--- src/rtl/cpu_rf_wb_arb_pkg.sv ---
// Shared definitions for the CPU register-file write-back path.
package cpu_pkg;
    localparam int NUM_REGS = 16;

    typedef logic [3:0] reg_sel_t;

    localparam int REQ_ALU = 0;
    localparam int REQ_LD  = 1;
    localparam int REQ_ACC = 2;
endpackage

--- src/rtl/cpu_rf_wb_arb_rr_arbiter.sv ---
// Round-robin grant over NREQ requesters; the pointer advances only on an accepted grant.
module rr_arbiter #(
    parameter int NREQ = 3
) (
    input  logic            clk,
    input  logic            rst_n,
    input  logic [NREQ-1:0] valid,
    output logic [NREQ-1:0] grant
);
    localparam int PW = (NREQ > 1) ? $clog2(NREQ) : 1;

    logic [PW-1:0] last_grant;
    logic [PW-1:0] next_idx;
    logic          found;
    int            idx;

    // Search starts one past the last winner so every requester gets a turn.
    always_comb begin
        grant    = '0;
        found    = 1'b0;
        next_idx = last_grant;
        idx      = 0;
        for (int i = 1; i <= NREQ; i++) begin
            idx = (int'(last_grant) + i) % NREQ;
            if (!found && valid[idx]) begin
                found      = 1'b1;
                grant[idx] = 1'b1;
                next_idx   = PW'(idx);
            end
        end
    end

    // A grant is only ever given to a valid requester, so found means a transfer.
    always_ff @(posedge clk or negedge rst_n) begin
        if (!rst_n)
            last_grant <= PW'(NREQ - 1);
        else if (found)
            last_grant <= next_idx;
    end
endmodule

--- src/rtl/cpu_rf_wb_arb.sv ---
// Write-back arbiter for the register-file write port with a pending-write scoreboard.
module cpu_rf_wb_arb
    import cpu_pkg::*;
#(
    parameter int NREQ = 3,
    parameter int DW   = 32
) (
    input  logic                     clk,
    input  logic                     rst_n,
    input  logic [NREQ-1:0]          req_valid,
    input  logic [NREQ-1:0][3:0]     req_sel,
    input  logic [NREQ-1:0][DW-1:0]  req_data,
    output logic [NREQ-1:0]          req_ready,
    output logic                     rf_wrt_en,
    output reg_sel_t                 rf_wrt_sel,
    output logic [DW-1:0]            rf_wrt_data,
    input  logic                     iss_en,
    input  reg_sel_t                 iss_sel,
    input  reg_sel_t                 chk_sel1,
    input  reg_sel_t                 chk_sel2,
    output logic                     hazard,
    output logic [NUM_REGS-1:0]      pending,
    output logic                     r0_err,
    output logic                     iss_err
);
    logic                xfer;
    reg_sel_t            xfer_sel;
    logic [DW-1:0]       xfer_data;
    logic [NUM_REGS-1:0] set_vec;
    logic [NUM_REGS-1:0] clr_vec;
    logic                iss_err_d;

    rr_arbiter #(.NREQ(NREQ)) u_arb (
        .clk   (clk),
        .rst_n (rst_n),
        .valid (req_valid),
        .grant (req_ready)
    );

    always_comb begin
        xfer      = |req_ready;
        xfer_sel  = '0;
        xfer_data = '0;
        for (int i = 0; i < NREQ; i++) begin
            if (req_ready[i]) begin
                xfer_sel  = req_sel[i];
                xfer_data = req_data[i];
            end
        end
    end

    // R0 writes are swallowed here; only a non-zero payload is flagged.
    always_ff @(posedge clk or negedge rst_n) begin
        if (!rst_n) begin
            rf_wrt_en   <= 1'b0;
            rf_wrt_sel  <= '0;
            rf_wrt_data <= '0;
            r0_err      <= 1'b0;
        end else begin
            rf_wrt_en <= xfer && (xfer_sel != 4'd0);
            r0_err    <= xfer && (xfer_sel == 4'd0) && (xfer_data != '0);
            if (xfer && (xfer_sel != 4'd0)) begin
                rf_wrt_sel  <= xfer_sel;
                rf_wrt_data <= xfer_data;
            end
        end
    end

    always_comb begin
        set_vec   = '0;
        clr_vec   = '0;
        iss_err_d = 1'b0;
        if (iss_en && (iss_sel != 4'd0))
            set_vec = NUM_REGS'(1) << iss_sel;
        if (rf_wrt_en)
            clr_vec = NUM_REGS'(1) << rf_wrt_sel;
        // A register retiring this very cycle is free to be issued again.
        iss_err_d = iss_en && (iss_sel != 4'd0) && pending[iss_sel] &&
                    !(rf_wrt_en && (rf_wrt_sel == iss_sel));
    end

    always_ff @(posedge clk or negedge rst_n) begin
        if (!rst_n) begin
            pending <= '0;
            iss_err <= 1'b0;
        end else begin
            pending <= ((pending & ~clr_vec) | set_vec) & ~NUM_REGS'(1);
            iss_err <= iss_err_d;
        end
    end

    // The register being written this cycle is bypassed by the register file.
    always_comb begin
        hazard = ((chk_sel1 != 4'd0) && pending[chk_sel1] &&
                  !(rf_wrt_en && (rf_wrt_sel == chk_sel1))) ||
                 ((chk_sel2 != 4'd0) && pending[chk_sel2] &&
                  !(rf_wrt_en && (rf_wrt_sel == chk_sel2)));
    end
endmodule

--- config.mk ---
export PLATFORM = sky130hd
export DESIGN_NAME = cpu_rf_wb_arb
export DESIGN_NICKNAME = d
export VERILOG_FILES = /design/src/rtl/cpu_rf_wb_arb_pkg.sv /design/src/rtl/cpu_rf_wb_arb_rr_arbiter.sv /design/src/rtl/cpu_rf_wb_arb.sv
export SDC_FILE = /design/constraint.sdc
export NUM_CORES = 1
export LEC_CHECK = 0
export CAP_MARGIN = 30
export CORE_UTILIZATION = 40
export CTS_CLUSTER_SIZE = 28
export DETAILED_ROUTE_END_ITERATION = 8
export PLACE_DENSITY_LB_ADDON = 0.2
export REMOVE_ABC_BUFFERS = 1
export SLEW_MARGIN = 10
export SYNTH_ARGS = -nofsm -noshare
export SYNTH_HDL_FRONTEND = slang
export SYNTH_SLANG_ARGS = --single-unit
--- constraint.sdc ---
create_clock -name clk -period 4.1 [get_ports clk]
set_input_delay 0.82 -clock clk [delete_from_list [all_inputs] [get_ports clk]]
set_output_delay 0.82 -clock clk [all_outputs]
set_load 0.005 [all_outputs]
* Yosys cells after proc, flatten, opt, wreduce, memory -nomap -nowiden
Index checks and enable logic that the tools add are counted.
** Cells by class
- $lt $le $gt $ge :: 9
- Multiplexer cells :: 38
- Divide/modulo/power cells :: 3
- Equality and inequality tests :: 3
- Shift operators :: 2
- Bitwise gates (word level) :: 5
- Add/subtract/negate cells :: 3
- Reductions and logical operators :: 33
** Operators by type and width (count)
- 32-bit by 1-bit >= comparator with 1-bit output, second input constant :: 3
- 32-bit by 4-bit less-than comparator with 1-bit output, second input constant :: 3
- 32-bit by 3-bit remainder unit with 32-bit output, second input constant :: 3
- 32-bit 2-to-1 mux :: 3
- 16-bit 2-to-1 mux :: 2
- 32-bit nonzero test :: 1
- 1-bit by 4-bit left shift with 16-bit output, first input constant :: 2
- 1-bit logical AND :: 18
- 16-bit AND :: 1
- 16-bit NOT :: 1
- 16-bit OR :: 1
- 4-bit nonzero test :: 4
- 4-bit by 5-bit less-than comparator with 1-bit output, second input constant :: 3
- 1-bit 2-to-1 mux :: 15
- 1-bit binary-select mux with 4-bit select :: 3
- 4-bit == test :: 3
- 4-bit 2-to-1 mux :: 3
- 3-bit 2-to-1 mux :: 3
- 2-bit by 2-bit adder with 3-bit output, second input constant :: 2
- 1-bit binary-select mux with 2-bit select :: 3
- 1-bit demux with 2-bit select :: 3
- 2-bit 2-to-1 mux :: 3
- 3-bit OR :: 2
- 1-bit zero test :: 5
- other kinds (6) :: 6
** Storage, ports and cells
- Flip-flop bits (word level) :: 56
- Output and inout bits :: 59

* Depth between registers and ports, before layout
Gate-level depths: netlist (run 1).
- Depth in word-level cells :: 18
- Gate-level depth with buffers :: 15
- Depth with buffers taken out :: 11

* Modules after synthesis
Synthesis (run 1) repeated with hierarchy kept, for this count alone.
** Second synthesis, totals
- Cells, all modules :: 403
- Area, all modules :: 3998.8 um^2
** By module, submodules not included
- cpu_rf_wb_arb :: times used 1, seq. area each 1351.3 um^2, cells an instance 343, area each 3527.1 um^2
- rr_arbiter :: times used 1, seq. area each 51.3 um^2, cells an instance 60, area each 471.7 um^2

* Least setup slack after synthesis (run 1)
No wires, ideal clock.
- Kind :: input to output
- From :: in chk_sel2[0]
- To :: out hazard
- Path slack :: 1022 ps
- Arrival time :: 2258 ps
- Stages :: 4
- Path buffers :: 1
- Required time :: 3280 ps
- Path through :: clkbuf_1 > mux4_2 > mux4_2 > a22o_1
** Between the ends
- Word-level cells in the longest chain between the ends :: 5
** RTL lines
- from (decl) :: line cpu_rf_wb_arb.sv:20 : input reg_sel_t chk_sel2,
- 1-bit binary-select mux with 4-bit select or 4-bit == test (tied branches) :: line cpu_rf_wb_arb.sv:96, cpu_rf_wb_arb.sv:97
- 1-bit 2-to-1 mux (implied by the code) or 1-bit logical AND (tied branches) :: line cpu_rf_wb_arb.sv:96, cpu_rf_wb_arb.sv:97
- 1-bit logical AND or 1-bit zero test (tied branches) :: line cpu_rf_wb_arb.sv:96, cpu_rf_wb_arb.sv:97
- 1-bit logical AND (*) :: line cpu_rf_wb_arb.sv:96 : ((chk_sel2 != 4'd0) && pending[chk_sel2] &&
- 1-bit logical OR (*) :: line cpu_rf_wb_arb.sv:95 : !(rf_wrt_en && (rf_wrt_sel == chk_sel1))) ||
- to (decl) :: line cpu_rf_wb_arb.sv:21 : output logic hazard,
Mark *: on every way between the ends. The rest lies on a longest branch, timed or not. The select of a mux whose other input is x is not followed.

* Final worst setup path (run 1)
Ends and elaborated chain as after synthesis.

==> flow_summary.ini, run 1 <==
[yosys]
avgSynthCellArea_um2 = 8.95
yosys_register_bits = 56
synth_top_area_share = 0.350
postSynthCellCount = 440
yosysUniqueCellTypes = 51
mappedNetlistArea_um2 = 3940
synth_compound_gate_area_share = 0.252
postSynth.topFlopCell = sky130_fd_sc_hd__dfrtp_1
synth-async-reset-ratio = 1.00
ys_top_cells_by_area = sky130_fd_sc_hd__dfrtp_1 (35%), sky130_fd_sc_hd__nand4_1 (7.0%), sky130_fd_sc_hd__o2bb2ai_1 (6.7%)
synth_area_leader_cell = sky130_fd_sc_hd__dfrtp_1
synth_seq_area_share = 0.356
synth_top_family_by_area = compound AO/OA/AOI/OAI gates
share_of_synthesized_cell_area_in_and_or_nand_and_nor_gates = 0.186
synth_common_cells = sky130_fd_sc_hd__dfrtp_1 (55), sky130_fd_sc_hd__nand2_1 (55), sky130_fd_sc_hd__nand4_1 (44)
fraction_of_synthesized_area_in_multiplexers = 0.0864
yosys_warnings = 0
synth_edf_count = 0
synth_fa_ha_area_frac = 0.0127
post_synth_xor_area_fraction = 0.0267

[power]
power_per_unit_of_standard_cell_area_nw_per_um2 = 793
p_leak_nw = 2.19
total_power_mw = 4.62
vdd_ir_drop_max_uv = 486

[detailed_routing]
drt_pass1_iterations = 4
drt_drc_violations_left = 0
detailedRoute.firstIterationViolations = 186
total_via_count_in_the_routed_design = 4191
viasPerCell = 5.77
wl_per_cell_um = 17.8
ant_nets = 0
routed_wl_mm = 12.9

[cts]
root_driver = sky130_fd_sc_hd__clkbuf_8
clock_tree_from_tritoncts = done
total_number_of_h_tree_levels = 2
clk_path_buf_depth = 2
path_clk_slew_ns = 0.11
cts_repair_resize_count = 0
cts-buffers-inserted = 5
cts.repair_timing.setup_buffer_count = 0
sink_count = 56
clock_insertion_delay_worst_skew_ns = 0.31
hold_buffers = 0

[global_routing]
vias_in_the_first_global_route = 4128
grt_max_degree = 43
grt_antenna_before_repair = 0
grt_overflow = 0
grt_pass1_wl_mm = 19.8
grt_util_all_layers = 0.250

[setup_path]
r2r_end = rf_wrt_data[6]
setup.worst_path.end = hazard
setup.worst_path.start_class = primary input
critical_path_required_ns = 3.28
minimum_setup_slack_among_reg_to_reg_paths_ns = 0.81
worstPathArrival_ns = 3.11
setup_crit_path_kind = primary input to output pin
path_max_fanout = 6
cp-end-kind = output pin
r2r-start = u_arb.last_grant[0]
critPathLaunch = chk_sel2[0]
rr_worst_depth = 12

[timing]
setup-tns-final_ns = 0
fin_worst_skew_ns = 0.0148
final-setup-viol-count = 0
rsz0062_at_grt = no
report.final.hold_viol_count = 0
post-route-period-util = 0.957
fmax_mhz = 255
slew_headroom = 0.644
worst_pin_slew_ns = 0.533
max_slew_violation_count = 0
min_period_ns = 3.93

[floorplanning]
dieWidth_um = 101
std_cell_rows = 35
design.portCount = 185
design.die.area_um2 = 10200
die_h_um = 101
effective_utilization_at_floorplan = 0.420
core_area_um2 = 9370

[placement]
gp_congestion = 0.890
detailedPlacementHpwl_mm = 9.68
buffer_ports.inserted = 183

[worst_hold_path]
min_path_type = primary input to async pin

[run]
drv_cap = 0

[final_layout]
nFillCells = 822
layout.nets = 726
area_growth_syn_to_layout_pct = 48.0
insertedDiodeCount = 0
share_of_final_layout_standard_cells_stronger_than_drive_strength_1 = 0.0871

[run_status]
status = complete, no violations
-- where the power goes --
part           switching (mW)  internal [mW]
Clock                   0.173          0.135
Combinational            1.65           1.52
Sequential              0.294          0.847
-- registers in the layout (all words and copies together), names as in the netlist --
name / count
pending: 15
r0_err: 1
rf_wrt_data: 32
iss_err: 1
u_arb.last_grant: 2
rf_wrt_en: 1
rf_wrt_sel: 4
-- placed cells by master (no fill, tap or decap), types with 3 or more instances in the layout --
master / Yosys / layout
sky130_fd_sc_hd__o21ai_2: 8 / 8
sky130_fd_sc_hd__nor2b_1: 3 / 3
sky130_fd_sc_hd__o21ai_1: 24 / 24
sky130_fd_sc_hd__a31o_1: 3 / 3
sky130_fd_sc_hd__mux2i_1: 7 / 7
sky130_fd_sc_hd__a21oi_1: 36 / 36
sky130_fd_sc_hd__clkdlybuf4s50_1: 0 / 182
sky130_fd_sc_hd__a211oi_1: 3 / 3
sky130_fd_sc_hd__nor3_1: 3 / 3
sky130_fd_sc_hd__or2_2: 4 / 4
sky130_fd_sc_hd__o2bb2ai_1: 30 / 30
sky130_fd_sc_hd__xor2_1: 9 / 9
sky130_fd_sc_hd__xnor2_1: 3 / 3
sky130_fd_sc_hd__nand2b_1: 6 / 6
sky130_fd_sc_hd__nor2_1: 7 / 7
sky130_fd_sc_hd__inv_1: 7 / 7
sky130_fd_sc_hd__nand3b_1: 4 / 4
sky130_fd_sc_hd__ha_1: 4 / 4
sky130_fd_sc_hd__dfrtp_1: 55 / 55
sky130_fd_sc_hd__nand4_1: 44 / 44
sky130_fd_sc_hd__o21ai_0: 35 / 35
sky130_fd_sc_hd__mux4_2: 11 / 11
sky130_fd_sc_hd__nand3_1: 6 / 6
sky130_fd_sc_hd__nand2_1: 55 / 55
sky130_fd_sc_hd__clkbuf_8: 0 / 6
sky130_fd_sc_hd__buf_4: 2 / 9
-- cells by family after synthesis --
kind of cell | count (synthesis)
DFF | 56
xor gates and xnor gates | 12
buffers and inverters | 52
AOI/OAI and AO/OA | 154
and+or+nand+nor | 141
adders and majority gates | 4
other | 1
muxes | 20
-- worst max-delay path, cell delays in order --
cell and delay, ns:
sky130_fd_sc_hd__clkdlybuf4s50_1 0.64, sky130_fd_sc_hd__mux4_2 0.55, sky130_fd_sc_hd__mux4_2 0.47, sky130_fd_sc_hd__a22o_1 0.19, sky130_fd_sc_hd__clkdlybuf4s50_1 0.44
-- layer usage --
layer,part of all wire,up-vias,track usage
li1,-,1962,-
met1,0.39,2006,0.303
met2,0.49,195,0.428
met3,0.090,28,0.0566
met4,0.030,0,0.104
met5,0,-,0
-- layout make-up --
| type | instances | area (um^2) | area share |
|---|---|---|---|
| flip-flops and latches | 56 | 1400 | 0.241 |
| inverters | 8 | 32.5 | 0.00558 |
| multi-input cells | 332 | 2230 | 0.382 |
| well taps | 129 | 161 | 0.0277 |
| repair buffers | 193 | 1910 | 0.328 |
| clock buffers | 6 | 82.6 | 0.0142 |
| clock inverters | 2 | 10.0 | 0.00172 |
-- how the worst min path moves through the flow --
stage | depth (start not counted) | end | slack [ns] | start
3_3_place_gp | 2 | rf_wrt_data[13] | 0.46 | rf_wrt_data[13]
3_5_place_dp | 2 | rf_wrt_data[17] | 0.47 | rf_wrt_data[17]
2_1_floorplan | 2 | rf_wrt_data[10] | 0.48 | rf_wrt_data[10]
5_1_grt | 1 | rf_wrt_data[11] | 0.41 | rst_n
4_1_cts | 1 | rf_wrt_data[11] | 0.41 | rst_n
6_report | 1 | rf_wrt_data[11] | 0.40 | rst_n
-- through the flow --
| step | area [um^2] | utilization | hold slack [ns] | setup slack (ns) | std cells |
|---|---|---|---|---|---|
| after global placement | 5740 | 0.612 | 0.461 | 0.190 | 718 |
| after global routing | 5830 | 0.622 | 0.409 | 0.0835 | 726 |
| after CTS | 5830 | 0.622 | 0.406 | 0.169 | 726 |
| after detailed placement | 5740 | 0.612 | 0.465 | 0.167 | 718 |
| final | 5830 | 0.622 | 0.396 | 0.175 | 726 |
| after floorplan | 3660 | - | 0.477 | 0.293 | 396 |
(Power assumes the default switching activity.)
==> inputs of run 2 (changes only) <==
ABC_AREA = 1   (was unset)
GPL_TIMING_DRIVEN = 0   (was unset)
PLACE_DENSITY_LB_ADDON = 0.15   (was 0.2)
==> run 2 against run 1 <==
- clock-buffer cell count unchanged
- synthesized cell count up 54%
- area after synthesis up 6.0%
- via count up 17%
- final cell count up 34%
- worst hold slack better by 0.092 ns
- clock power up 17%
- sequential cell count unchanged
- largest power group unchanged
- routed wire length up 8.1%
==> flow_summary.ini, run 2 <==
[floorplanning]
core_area_um2 = 9950
std_cell_rows = 36
design.die.area_um2 = 10900
effective_utilization_at_floorplan = 0.419
die_h_um = 104
design.portCount = 185
dieWidth_um = 104

[final_layout]
area_growth_syn_to_layout_pct = 47.3
insertedDiodeCount = 0
largest_registers = rf_wrt_data (32), pending (15), rf_wrt_sel (4)
layout.cells.most_common = sky130_fd_sc_hd__nand2_1
layout.nets = 970
regMostFlops = rf_wrt_data
max_ffs_per_register = 32
share_of_final_layout_standard_cells_stronger_than_drive_strength_1 = 0.0309
layout_common_cells = sky130_fd_sc_hd__nand2_1 (315), sky130_fd_sc_hd__clkdlybuf4s50_1 (182), sky130_fd_sc_hd__nor2_1 (77)

[detailed_routing]
wl_per_cell_um = 14.3
ant_nets = 0
routed_wl_mm = 14.0
drt_pass1_iterations = 5
viasPerCell = 5.05
detailedRoute.firstIterationViolations = 210
total_via_count_in_the_routed_design = 4920
drt_drc_violations_left = 0

[timing]
min_period_ns = 3.96
whs_ns = 0.488
fin_worst_skew_ns = 0.00709
slew_headroom = 0.525
fmax_mhz = 252
final-setup-viol-count = 0
report.final.hold_viol_count = 0
max_slew_violation_count = 0
worst_pin_slew_ns = 0.713
post-route-period-util = 0.966
rsz0062_at_grt = no

[global_routing]
vias_in_the_first_global_route = 4690
grt_overflow = 0
grt_util_all_layers = 0.253
grt_pass1_wl_mm = 22.3
grt_max_degree = 57
grt_antenna_before_repair = 0

[yosys]
postSynth.topFlopCell = sky130_fd_sc_hd__dfrtp_1
synth_seq_area_share = 0.336
mappedNetlistArea_um2 = 4180
synth_common_cells = sky130_fd_sc_hd__nand2_1 (315), sky130_fd_sc_hd__nor2_1 (77), sky130_fd_sc_hd__dfrtp_1 (55)
yosys_register_bits = 56
avgSynthCellArea_um2 = 6.17
synth_top_area_share = 0.330
synth_area_leader_cell = sky130_fd_sc_hd__dfrtp_1
post-synth-top-count-cell = sky130_fd_sc_hd__nand2_1
synth_edf_count = 0
synth-async-reset-ratio = 1.00
yosys_warnings = 0
yosysUniqueCellTypes = 43
postSynthCellCount = 677
ys_top_cells_by_area = sky130_fd_sc_hd__dfrtp_1 (33%), sky130_fd_sc_hd__nand2_1 (28%), sky130_fd_sc_hd__nor2_1 (6.9%)

[setup_path]
worstPathArrival_ns = 3.14
critPathLaunch = req_valid[2]
cp-end-kind = output pin
setup_crit_path_kind = primary input to output pin
setup.worst_path.end = req_ready[2]
r2r_end = rf_wrt_data[10]
r2r-start = u_arb.last_grant[0]
setup.worst_path.start_class = primary input
critical_path_required_ns = 3.28
rr_worst_depth = 17
path_max_fanout = 42
minimum_setup_slack_among_reg_to_reg_paths_ns = 0.48

[cts]
hold_buffers = 0
sink_count = 56
cts-buffers-inserted = 5
clock_tree_from_tritoncts = done
total_number_of_h_tree_levels = 2
clock_insertion_delay_worst_skew_ns = 0.31
cts.repair_timing.setup_buffer_count = 0
clk_path_buf_depth = 2
path_clk_slew_ns = 0.09
root_driver = sky130_fd_sc_hd__clkbuf_8

[placement]
gp_congestion = 0.903
buffer_ports.inserted = 183
detailedPlacementHpwl_mm = 10.5

[run_status]
status = complete, no violations

[worst_hold_path]
hold_depth = 2
min_path_type = flip-flop to flip-flop

[power]
power_per_unit_of_standard_cell_area_nw_per_um2 = 1100
total_power_mw = 6.75
p_leak_nw = 2.96
vdd_ir_drop_max_uv = 753

[run]
drv_cap = 0
run 2: cell count changes after synthesis, moves of 11 or more:
cell / before / now
sky130_fd_sc_hd__inv_1: 7 / 43
sky130_fd_sc_hd__o21ai_0: 35 / 49
sky130_fd_sc_hd__nand4_1: 44 / 3
sky130_fd_sc_hd__o2bb2ai_1: 30 / 1
sky130_fd_sc_hd__o21ai_1: 24 / 5
sky130_fd_sc_hd__clkbuf_1: 19 / 6
sky130_fd_sc_hd__mux4_2: 11 / 0
sky130_fd_sc_hd__nor2_1: 7 / 77
sky130_fd_sc_hd__nand3_1: 6 / 19
sky130_fd_sc_hd__nand2_1: 55 / 315
run 2: logic make-up (layout without fill, tap and decap cells):
kind of cell             after synthesis  after routing  synth area share
AND/OR/NAND/NOR                      424            425             0.401
adder cells (fa/ha/maj)                4              4            0.0120
buffers and inverters                 80            243            0.0950
other                                  1              1          0.000898
flip-flops                            56             56             0.336
AO/OA/AOI/OAI                        111            111             0.153
XOR/XNOR                               1              1           0.00210
run 2: how the worst min path moves through the flow:
stage	slack, ns	start	endpoint
2_1_floorplan	0.47	rf_wrt_data[0]	rf_wrt_data[0]
3_3_place_gp	0.46	rf_wrt_data[20]	rf_wrt_data[20]
3_5_place_dp	0.46	rf_wrt_data[20]	rf_wrt_data[20]
4_1_cts	0.49	rf_wrt_data[18]	rf_wrt_data[18]
5_1_grt	0.50	rf_wrt_data[19]	rf_wrt_data[19]
6_report	0.49	rf_wrt_data[24]	rf_wrt_data[24]
run 2: cell type report:
class	instances	area, um^2
repair buffers	186	1890
inverters	49	186
clock buffers	6	72.6
well taps	133	166
clock inverters	2	35.0
fillers	944	3800
multi-input cells	542	2400
flip-flops and latches	56	1400
run 2: metrics by stage:
stage	instances	setup TNS, ns	cell area, um^2	utilization	setup slack, ns
final	974	0	6150	0.618	0.139
after global routing	974	0	6150	0.618	0.0263
after CTS	973	0	6130	0.616	0.0270
after detailed placement	965	-6.84	6030	0.605	-0.240
after global placement	962	-28.07	5960	0.599	-0.742
after floorplan	646	0	3970	-	0.737
run 2: worst max-delay path, cell delays in order:
cell	delay (ns)
sky130_fd_sc_hd__clkdlybuf4s50_1	0.51
sky130_fd_sc_hd__nand2_1	0.07
sky130_fd_sc_hd__nor2_1	0.26
sky130_fd_sc_hd__inv_1	0.09
sky130_fd_sc_hd__nand2_2	0.13
sky130_fd_sc_hd__nor2_4	0.06
sky130_fd_sc_hd__a21oi_2	0.22
sky130_fd_sc_hd__nand2_4	0.24
sky130_fd_sc_hd__buf_12	0.25
sky130_fd_sc_hd__clkdlybuf4s50_1	0.47
run 2: routing by layer:
metal / up-vias / track usage / part of all wire
met2: 196 / 0.448 / 0.49
li1: 2474 / - / -
met1: 2235 / 0.308 / 0.41
met3: 15 / 0.0583 / 0.084
met4: 0 / 0.0673 / 0.014
met5: - / 0 / 0
run 2: timing repair:
item,CTS,global route
resized for setup,0,1
setup endpoints to repair,0,38
hold endpoints to repair,0,0
run 2: report_power, final:
group          internal [mW]  switching (mW)  total (mW)
clock network          0.182           0.181       0.363
registers              0.892           0.270        1.16
logic                   1.98            3.25        5.22
total                   3.05            3.70        6.75
==> inputs of run 3 (changes only) <==
TNS_END_PERCENT = 30   (was unset)
==> results of run 3 <==
No change in the layout: final DEF, timing and power equal those of run 2.
